### src/rtl/dc_pkg.sv
// Shared definitions for the DC blocking filter and its inverse.
// Both blocks use dc_leak_term so that the leak arithmetic is identical in each.
package dc_pkg;

  localparam int DC_W = 9;
  localparam int DC_K = 18;

  typedef enum logic [1:0] {
    IDLE = 2'd0,
    RUN  = 2'd1,
    SEED = 2'd2
  } dc_rst_state_t;

  // Rounded e*(1 - 2^-K), modulo 2^DC_W.
  function automatic logic [DC_W-1:0] dc_leak_term(input logic [DC_W-1:0] e);
    logic [DC_W+DC_K-1:0] g;
    g = {e, {DC_K{1'b0}}} - {{DC_K{1'b0}}, e};
    return g[DC_W+DC_K-1:DC_K] + {{(DC_W-1){1'b0}}, g[DC_K-1]};
  endfunction

endpackage

### src/rtl/dc_restore.sv
// Inverse DC filter: rebuilds x[n] from dc_filter output y[n], with run/seed
// control for resynchronisation, a registered valid strobe and a sticky wrap flag.
module dc_restore
  import dc_pkg::*;
#(
  parameter int W = DC_W,
  parameter int K = DC_K
) (
  input  logic         CLK_24M,
  input  logic         reset,
  input  logic         enable_3M,
  input  logic [W-1:0] i_data,
  input  logic         run_en,
  input  logic         resync,
  input  logic [W-1:0] seed_data,
  input  logic         clr_flags,
  output logic [W-1:0] o_data,
  output logic         o_valid,
  output logic         wrap_flag,
  output logic [1:0]   o_state
);

  dc_rst_state_t state;
  logic [W-1:0]  x1;
  logic [W-1:0]  y1;
  logic [W-1:0]  leak;
  logic [W-1:0]  delta;
  logic [W-1:0]  x_next;
  logic          wrap_now;
  logic          resync_armed;

  // The package function is fixed to the default widths; other widths fall back to the same formula.
  generate
    if (W == DC_W && K == DC_K) begin : g_pkg_leak
      assign leak = dc_leak_term(y1);
    end else begin : g_gen_leak
      logic [W+K-1:0] g;
      assign g    = {y1, {K{1'b0}}} - {{K{1'b0}}, y1};
      assign leak = g[W+K-1:K] + {{(W-1){1'b0}}, g[K-1]};
    end
  endgenerate

  assign delta    = i_data - leak;
  assign x_next   = x1 + delta;
  assign wrap_now = (x1[W-1] == delta[W-1]) && (x_next[W-1] != x1[W-1]);
  assign o_state  = state;

  always_ff @(posedge CLK_24M or negedge reset) begin
    if (!reset) begin
      state        <= IDLE;
      x1           <= '0;
      y1           <= '0;
      o_data       <= '0;
      o_valid      <= 1'b0;
      wrap_flag    <= 1'b0;
      resync_armed <= 1'b1;
    end else begin
      o_valid <= 1'b0;
      if (!resync) resync_armed <= 1'b1;
      if (clr_flags) wrap_flag <= 1'b0;
      case (state)
        IDLE: begin
          if (run_en) state <= RUN;
        end
        RUN: begin
          if (!run_en) begin
            state <= IDLE;
          end else if (resync && resync_armed) begin
            state <= SEED;
          end else if (enable_3M) begin
            x1      <= x_next;
            y1      <= i_data;
            o_data  <= x_next;
            o_valid <= 1'b1;
            if (wrap_now) wrap_flag <= 1'b1;
          end
        end
        SEED: begin
          if (!run_en) begin
            state <= IDLE;
          end else if (enable_3M) begin
            x1      <= seed_data;
            y1      <= i_data;
            o_data  <= seed_data;
            o_valid <= 1'b1;
            state   <= RUN;
            // A level still held after the load must be released before it can re-seed.
            if (resync) resync_armed <= 1'b0;
          end
        end
        default: state <= IDLE;
      endcase
    end
  end

endmodule
### config.mk
export PLATFORM = sky130hd
export DESIGN_NAME = dc_restore
export DESIGN_NICKNAME = d
export VERILOG_FILES = /design/src/rtl/dc_pkg.sv /design/src/rtl/dc_restore.sv
export SDC_FILE = /design/constraint.sdc
export NUM_CORES = 1
export LEC_CHECK = 0
export CAP_MARGIN = 20
export CORE_ASPECT_RATIO = 0.8
export CORE_MARGIN = 2
export CORE_UTILIZATION = 48
export DETAILED_ROUTE_END_ITERATION = 10
export GPL_TIMING_DRIVEN = 0
export PLACE_DENSITY = 0.82
export SETUP_SLACK_MARGIN = 0.5
export SYNTH_ARGS = -nofsm -noshare
export SYNTH_HDL_FRONTEND = slang
export SYNTH_SLANG_ARGS = --single-unit
### constraint.sdc
create_clock -name CLK_24M -period 4.6 [get_ports CLK_24M]
set_clock_uncertainty 0.15 [all_clocks]
set_input_delay 0.69 -clock CLK_24M [delete_from_list [all_inputs] [get_ports CLK_24M]]
set_output_delay 0.69 -clock CLK_24M [all_outputs]
set_load 0.01 [all_outputs]
=== Word-level counts from Yosys, hierarchy flattened ===
Cells that the tools add are included.

* Register bits after elaboration: 23

* Add/subtract/negate cells: 4
* Equality and inequality tests: 12
* Mux-type cells: 33
* Reduce and logical (&&, ||, !) cells: 7

{| class="wikitable"
|+ Operators by type and width
! cell !! number
|-
| 9-bit two-way mux || 9
|-
| 9-bit one-hot mux with 2 select lines || 2
|-
| 27-bit by 9-bit subtractor with 27-bit output || 1
|-
| 1-bit two-way mux || 15
|-
| 2-bit != test, second input constant || 6
|-
| 2-bit two-way mux || 5
|-
| 9-bit by 1-bit adder with 9-bit output || 1
|-
| 9-bit adder || 1
|-
| 9-bit subtractor || 1
|-
| 3-bit != test, second input constant || 2
|-
| 2-bit one-hot mux with 3 select lines || 1
|-
| 6-bit AND reduction || 1
|-
| 4-bit AND reduction || 1
|-
| 3-bit AND reduction || 1
|-
| 2-bit by 1-bit == test with 1-bit output, second input constant || 1
|-
| 2-bit == test, second input constant || 1
|-
| 1-bit logical AND || 2
|-
| 2-bit logical NOT || 1
|-
| 1-bit one-hot mux with 2 select lines || 1
|-
| 2-bit nonzero test || 1
|-
| 1-bit == test || 1
|-
| 1-bit != test || 1
|}

=== Depth between registers and ports, before layout ===
Gate-level depths: netlist of the first run.

* Depth after elaboration: 11
* Gate-level depth with buffers: 20
* Gate-level depth less buffers: 19

=== Least setup slack after synthesis of the first run ===
Ideal clock, no wire load.

* Path kind: reg2reg
* Start: register y1[2]
* End: register x1[8]
* Setup time: 0.096 ns
* Arrival: 4.078 ns
* Data required time: 4.354 ns
* Setup slack: 0.277 ns
* Cell stages (with the launch flop): 17
* Path through: dfrtp_1 > or4_1 > buf_2 > nor3_1 > a21oi_1 > fa_1 > inv_1 > ha_1 > xor2_1 > ha_1 > fa_1 > a21o_1 > a21oi_1 > o211ai_1 > a21oi_1 > xnor3_1 > o31ai_1

* Word-level cells in the longest chain between the ends: 8

{| class="wikitable"
|+ Ends and longest elaborated chain
! what !! RTL line !! source
|-
| start, declared || dc_restore.sv:25 || <nowiki>logic [W-1:0] y1;</nowiki>
|-
| start signal, assigned || dc_restore.sv:72 || <nowiki>y1 <= i_data;</nowiki>
|-
| start signal, assigned || dc_restore.sv:83 || <nowiki>y1 <= i_data;</nowiki>
|-
| 27-bit by 9-bit subtractor with 27-bit output || dc_pkg.sv:17 || <nowiki>g = {e, {DC_K{1'b0}}} - {{DC_K{1'b0}}, e};</nowiki>
|-
| 9-bit by 1-bit adder with 9-bit output || dc_pkg.sv:18 || <nowiki>return g[DC_W+DC_K-1:DC_K] + {{(DC_W-1){1'b0}}, g[DC_K-1]};</nowiki>
|-
| 9-bit subtractor || dc_restore.sv:43 || <nowiki>assign delta = i_data - leak;</nowiki>
|-
| 9-bit adder || dc_restore.sv:44 || <nowiki>assign x_next = x1 + delta;</nowiki>
|-
| 9-bit two-way mux || dc_restore.sv:70 || <nowiki>end else if (enable_3M) begin</nowiki>
|-
| 9-bit two-way mux || dc_restore.sv:68 || <nowiki>end else if (resync && resync_armed) begin</nowiki>
|-
| 9-bit two-way mux || dc_restore.sv:66 || <nowiki>if (!run_en) begin</nowiki>
|-
| 9-bit one-hot mux with 2 select lines || dc_restore.sv:61 || <nowiki>case (state)</nowiki>
|-
| end signal, assigned || dc_restore.sv:71 || <nowiki>x1 <= x_next;</nowiki>
|-
| end signal, assigned || dc_restore.sv:82 || <nowiki>x1 <= seed_data;</nowiki>
|-
| end, declared || dc_restore.sv:24 || <nowiki>logic [W-1:0] x1;</nowiki>
|}

Every way passes these cells. The select of a mux whose other input is x is not followed.
A chain may end at the register's enable or synchronous reset.

=== Worst setup path in the final report of the first run ===
* Start: register y1[3]
* End: register x1[8]

The elaborated chain is that of the path after synthesis.

==> run summary, run 1 <==
The mapped netlist covers 2100 sq um. The placement row count is 21. The setup TNS is 0 ns.

Summing the sequential cell areas from Yosys gives 27.4% of the chip area. After synthesis, the share of cell area in mux cells is 2.44%. The portion of the clock cycle consumed by the worst path in the final layout is 92.3%. The die span in y is 63.2 microns.

Each instance of the synthesized netlist takes up on average 8.37 sq um. The worst register-to-register path begins at y1[3]$_DFFE_PN0P_. The critical path's largest stage delay is 0.60 ns. The largest net degree at the start of global routing is 24. The startpoint of the most critical hold path is resync_armed$_DFF_PN1_. The wire length after detailed routing came out at 4790 microns.

In this run the worst hold path is classified as flip-flop to flip-flop. The number of buffers created by CTS came out at 3. The met3 usage came out at 3.87%. The slowest stage of the critical path belongs to the cell sky130_fd_sc_hd__fa_2.

The fraction of layout instances using a drive strength above 1 is 15.8%. The synthesized netlist devotes 7.74% of its cell area to XOR and XNOR gates. After synthesis, the largest family of logic cells by area is compound AO/OA/AOI/OAI gates. The level count of the clock H-tree is 1.

The via count of the first global-routing pass came out at 1,793. The number of max-cap violations is 0. The placed wire-length estimate came out at 3580 microns. The worst-case register-to-register setup slack is 0.35 ns. Clock-pin slew was measured on the worst setup and hold paths at 0.09 ns.

The initial antenna violation count is 0. Of the total synthesized cell area, the portion taken by full adders, half adders and majority gates is 19.5%. The post-layout instance count excluding filler cells came out at 355.

The hold violation count in the final report is 0. The worst slew slack as a fraction of its limit is 62.8%. The maximum root-to-sink buffer count came out at 2.

The number of port buffers is 35. The total vias in the final route came out at 1,875. The global-route track usage on met2 is 33.7%. STA classifies the critical path endpoint as a flip-flop.

The cell type with the highest aggregate area in the netlist is sky130_fd_sc_hd__dfrtp_1. Before CTS, the worst setup slack after placement is 0.146 ns. The type of element launching the critical path is a flip-flop. For the worst-skew pair, the clock arrives at the later sink with an insertion delay of 0.27 ns. The gate family responsible for the most delay along the worst path is compound AO/OA/AOI/OAI gates. The detailed-route vias per instance is 5.28.

The number of buffers inserted by hold repair at cts came out at 0. The first-pass GRT wire length is 8080 microns. The global-route usage over all layers came out at 20.3%.

In this run the remaining antenna-violating nets after routing total 0. Walking the worst path, the cells encountered are or4_1 > buf_6 > nor3_4 > nand2_1 > fa_2 > inv_2 > ha_4 > o21ai_2 > nand2_1 > a21o_1 > a21oi_2 > xnor2_2 > ha_1 > a21oi_2 > o211ai_1 > a21oi_2 > xnor3_1 > o31ai_2. The tree is rooted in a sky130_fd_sc_hd__clkbuf_8.

For this design, the sink count on the clock tree is 23. The sequential standard cell area is 577 sq um. Setup repair after global routing could not meet its margin everywhere.

The worst hold path was traced through 2 stages. Leaving out fill and tap cells, the most frequent cell in the layout is sky130_fd_sc_hd__nand2_1. The top cell types in the final layout, fill and taps aside, are sky130_fd_sc_hd__nand2_1, sky130_fd_sc_hd__clkdlybuf4s50_1, sky130_fd_sc_hd__inv_1. The fill cell instance count of the final layout is 364. In this run the biggest area consumer among cell types represents 26.2% of the synthesized area. The count of flip-flops with a built-in enable after synthesis is 0. Counting I/O delays and the setup requirement, the final critical path takes 4.25 ns.

The area occupied by multi-input gates is 1500 sq um. Synthesis produced a netlist with a net count of 306. The final routed DRC violation total is 0. The initial cell density of the core is 50.0%. The run finished with clean final reports. The slew at the pin closest to its max-slew limit is 0.557 ns. The count of placed standard cells including taps is 343. Data on the critical path arrives at its endpoint at 4.28 ns.

The buffering stage count on the worst path with inverters included is 2. After synthesis, the cell types taking the most area are sky130_fd_sc_hd__dfrtp_1, sky130_fd_sc_hd__ha_1, sky130_fd_sc_hd__nand2_1. The layout overhead on the synthesized area came out at 32.1%.

After Yosys synthesis, and, or, nand and nor cells account for 16.3% of the synthesized area. The compound-gate portion of the synthesized area came out at 19.7%. The post-synthesis cell type count came out at 45. The total core area came out at 4200 sq um.

Dividing the detail-routed wire length by the instance count gives 13.5 microns. For this run, the leading register cell type out of synthesis is sky130_fd_sc_hd__dfrtp_1. The net count of the finished layout is 354. The number of storage elements in the synthesis netlist came out at 23. Global routing used 28.2% of the available met1 tracks.

The number of max-slew violations in the final report is 0. Timing would allow up to 0.236 GHz. The number of antenna cells inserted came out at 0. Counting every instance in the synthesized netlist gives 251. The number of warnings printed during yosys synthesis is 0. Measured in cells, the most critical reg-to-reg path has a length of 18. The floorplan step set the die width to 78.0 microns. In this run the critical register-to-register path is captured at x1[8]$_DFFE_PN0P_. The worst setup slack after layout came out at 0.355 ns.

TritonCTS built the clock tree. The utilization after layout came out at 66.0%. The final count of negative-setup-slack endpoints is 0. The total overflow left after global routing is 0.

The endpoint required time on the critical path is 4.64 ns. The maximum fanout along the worst path is 3. The fraction of synthesis flops using an asynchronous set or reset pin came out at 100%. The layer flagged by global routing as most heavily used is met2.

The I/O pin count came out at 37. After the first detailed-routing iteration, the DRC count stood at 64. The die covers 4930 sq um. The category of the most critical setup path is flip-flop to flip-flop.

The number of iterations in the first detailed-routing pass is 4. The final weighted congestion in routability-driven placement is 0.857. The most numerous cell type found on the critical path is sky130_fd_sc_hd__a21oi_2. The terminating pin of the worst hold path is resync_armed$_DFF_PN1_.
area by class of cell:
type	count	area share, %
multi-input cells	190	54.1
flip-flops and latches	23	20.8
well taps	57	2.57
plain buffers	8	1.35
inverters	30	4.06
clock buffers	4	1.62
repair buffers	43	15.5
worst min-delay path, cell delays in order (launching register included):
cell and delay [ns]:
sky130_fd_sc_hd__dfstp_2 0.39, sky130_fd_sc_hd__nand2_1 0.05, sky130_fd_sc_hd__nand2_1 0.05
sequential cells by signal (all words and copies together), names as in the netlist:
register      flops
x1                9
y1                9
o_state           2
o_valid           1
resync_armed      1
wrap_flag         1
metrics by stage:
stage          hold WS [ns]  cell area, sq um
2_1_floorplan         0.244              2150
3_3_place_gp          0.306              2570
3_5_place_dp          0.319              2570
4_1_cts               0.330              2730
5_1_grt               0.367              2780
6_report              0.329              2780
cell usage after synthesis, drive strengths merged (3+ instances only):
cell    count
a21o        5
xor2        6
o21ai      25
clkbuf      5
nand2b      3
fa          3
nor2        9
nand2      37
mux2i       4
buf         3
ha         28
a21oi      18
xnor2      10
o31ai       5
nor3        5
dfrtp      22
o21a        3
inv        30
layer usage:
metal / part of all wire [%] / vias to the layer above
li1: - / 953
met1: 49 / 883
met2: 47 / 35
met3: 3.2 / 4
met4: 0.52 / 0
met5: 0 / -
worst max-delay path by stage:
stage | to | slack (ns) | cells after the start | start
5_1_grt | x1[8]$_DFFE_PN0P_ | 0.15 | 18 | y1[2]$_DFFE_PN0P_
6_report | x1[8]$_DFFE_PN0P_ | 0.35 | 18 | y1[3]$_DFFE_PN0P_
3_3_place_gp | x1[8]$_DFFE_PN0P_ | 0.23 | 17 | y1[2]$_DFFE_PN0P_
4_1_cts | x1[8]$_DFFE_PN0P_ | 0.36 | 16 | y1[2]$_DFFE_PN0P_
2_1_floorplan | x1[8]$_DFFE_PN0P_ | 0.50 | 17 | y1[2]$_DFFE_PN0P_
3_5_place_dp | x1[8]$_DFFE_PN0P_ | 0.15 | 17 | y1[2]$_DFFE_PN0P_
what timing repair did:
item	4_1_cts	5_1_grt
setup buffers	7	0
pin swaps	13	1
resized for setup	19	5
setup endpoints to repair	5	6
gates cloned	0	0
cell families after synthesis:
| group | count (synthesis) |
|---|---|
| and+or+nand+nor | 71 |
| AOI/OAI and AO/OA | 66 |
| buffers and inverters | 38 |
| adders and majority gates | 31 |
| DFF | 23 |
| xor gates and xnor gates | 17 |
| muxes | 5 |
Power of run 1 is left out: the tool's default activity adds up to more than one toggle a clock period on the data nets, which glitch-free logic cannot reach.
==> run 2, diff against run 1 <==
- CAP_MARGIN: 20 -> unset
==> run 2 against run 1 <==
Effect of this change: die area did not move; global-route usage did not move; sequential share of layout area rose by 0.21 points; first-iteration DRC count rose by 9.4%; via count fell by 0.91%; register-to-register slack barely moved; cell area fell by 0.99%; hold slack barely moved.
==> run summary, run 2 (same netlist as run 1, synthesis figures left out) <==
The final weighted congestion in routability-driven placement came out at 0.857 (unchanged). The layout overhead on the synthesized area is 30.8%. The placed wire-length estimate came out at 3580 microns (unchanged).

The fraction of layout instances using a drive strength above 1 is 15.5% (-0.28 points). The level count of the clock H-tree was 1 (unchanged). The detailed-route vias per instance is 5.25 (-0.63%).

The fill cell instance count of the final layout is 368 (+1.1%). In this run the clock root is driven by a sky130_fd_sc_hd__clkbuf_8. The top cell types in the final layout, fill and taps aside, are sky130_fd_sc_hd__nand2_1, sky130_fd_sc_hd__clkdlybuf4s50_1, sky130_fd_sc_hd__inv_1. The antenna violation net count after detailed routing is 0 (unchanged). The I/O pin count came to 37 (unchanged).

The minimum period implied by the final worst setup slack is 4.24 ns (-0.00267 ns). In this design, the critical path's most frequently occurring cell is sky130_fd_sc_hd__a21oi_2. The die span in y was 63.2 microns (unchanged). The global route total overflow came to 0 (unchanged). The first-iteration detailed-routing DRC count is 70 (+9.4%). The worst slew slack as a fraction of its limit is 28.5% (-34 points).

The sort of element at the end of the critical path is a flip-flop. The slew at the pin closest to its max-slew limit was 1.07 ns (+0.511 ns). The final count of negative-setup-slack endpoints came out at 0 (unchanged). The library cell contributing the largest single delay on the critical path is sky130_fd_sc_hd__fa_2. The total clock sinks came out at 23 (unchanged). Setup repair after global routing could not meet its margin everywhere. The initial antenna violation count came to 0 (unchanged). The number of antenna cells inserted came out at 0 (unchanged). The average wire per standard cell is 13.5 microns (-0.26%).

The worst setup path is launched from a flip-flop. The maximum root-to-sink buffer count came out at 2 (unchanged). The number of port buffers came out at 35 (unchanged). The clock edge transition at the registers on the reported setup and hold paths came out at 0.09 ns (about the same). The data arrival time of the critical path came to 4.28 ns (about the same). The tightest min-delay check is of the flip-flop to flip-flop type.

The critical path's largest stage delay is 0.60 ns (about the same). The total core area was 4200 sq um (unchanged). The category of the most critical setup path is flip-flop to flip-flop.

The number of buffers created by CTS is 3 (unchanged). The wire length after detailed routing is 4770 microns (-0.54%). The number of nets in the layout came out at 353 (-0.28%). The total vias in the final route is 1,858 (-0.91%).

The flow ran to the end, and the final reports show no timing, DRC or antenna violations. The number of max-cap violations came to 0 (unchanged). The number of iterations in the first detailed-routing pass came to 4 (unchanged). The setup TNS was 0 ns (unchanged). The clock latency on the worst-skew pair came out at 0.27 ns (about the same). The floorplan die area is 4930 sq um (unchanged). The hold violation count in the final report is 0 (unchanged). The endpoint required time on the critical path came out at 4.64 ns (about the same). The portion of the clock cycle consumed by the worst path in the final layout is 92.2% (about the same). The final routed DRC violation total came to 0 (unchanged). The critical path goes through or4_1 > buf_6 > nor3_4 > nand2_1 > fa_2 > inv_2 > ha_4 > o21ai_2 > nand2_1 > a21o_1 > a21oi_2 > xnor2_2 > ha_1 > a21oi_2 > o211ai_1 > a21oi_2 > xnor3_1 > o31ai_2. The maximum fanout along the worst path is 3 (unchanged).

The horizontal die dimension was 78.0 microns (unchanged). The global-route usage over all layers came out at 20.3% (unchanged). The initial cell density of the core came out at 50.0% (unchanged). The placement row count came out at 21 (unchanged). The number of max-slew violations in the final report came out at 0 (unchanged). The sequential standard cell area was 577 sq um (unchanged). The first-pass GRT wire length was 8080 microns (unchanged).

The largest net degree at the start of global routing is 24 (unchanged). The via count of the first global-routing pass is 1,793 (unchanged). Leaving out fill and tap cells, the most frequent cell in the layout is sky130_fd_sc_hd__nand2_1. The maximum clock frequency came out at 0.236 GHz (about the same).

The clock tree from TritonCTS is done. The area occupied by multi-input gates is 1500 sq um (unchanged).
-- run 2: what timing repair did --
item,4_1_cts,5_1_grt
pin swaps,13,1
setup endpoints to repair,5,6
hold buffers,0,0
resized for setup,19,5
setup buffers,7,0
-- run 2: per-layer routing --
layer  vias up  global-route usage (%)  part of all wire [%]
met4         0                    2.63                   1.0
met5         -                       0                     0
met2        35                    33.7                    47
li1        951                       -                     -
met1       866                    28.2                    49
met3         6                    3.87                   3.5
-- run 2: per-stage QoR --
step	hold slack, ns	instances	area [sq um]	setup slack [ns]	util (%)
global route	0.367	354	2750	0.153	65.4
floorplan	0.244	251	2150	0.502	-
detailed placement	0.319	343	2570	0.146	61.1
CTS	0.330	354	2730	0.356	64.9
finish	0.328	354	2750	0.357	65.4
global placement	0.306	343	2570	0.234	61.1
-- run 2: worst paths after layout --
path | end | slack (ns) | cells past startpoint | startpoint
max in group asynchronous | x1[1]$_DFFE_PN0P_ | 2.81 | 1 | reset
max | x1[8]$_DFFE_PN0P_ | 0.36 | 18 | y1[2]$_DFFE_PN0P_
min | resync_armed$_DFF_PN1_ | 0.33 | 2 | resync_armed$_DFF_PN1_
min reg2reg | resync_armed$_DFF_PN1_ | 0.33 | 2 | resync_armed$_DFF_PN1_
max reg2reg | x1[8]$_DFFE_PN0P_ | 0.36 | 18 | y1[2]$_DFFE_PN0P_
min in group asynchronous | y1[7]$_DFFE_PN0P_ | 0.84 | 1 | reset
-- run 2: layout make-up --
cell class	instances	area share, %
Multi-Input combinational cell	190	54.7
Sequential cell	23	21.0
Timing Repair Buffer	42	14.7
Inverter	30	4.10
Tap cell	57	2.59
Clock buffer	4	1.64
Buffer	8	1.37
-- run 2: critical path, delay by kind of cell (launching register included) --
kind	cells	cell delay (ns)
buffers and inverters	2	0.20
AOI/OAI and AO/OA	7	1.15
xor gates and xnor gates	2	0.33
adders and majority gates	3	1.09
and+or+nand+nor	4	0.87
DFF	1	0.39
Power of run 2 is left out for the same reason.
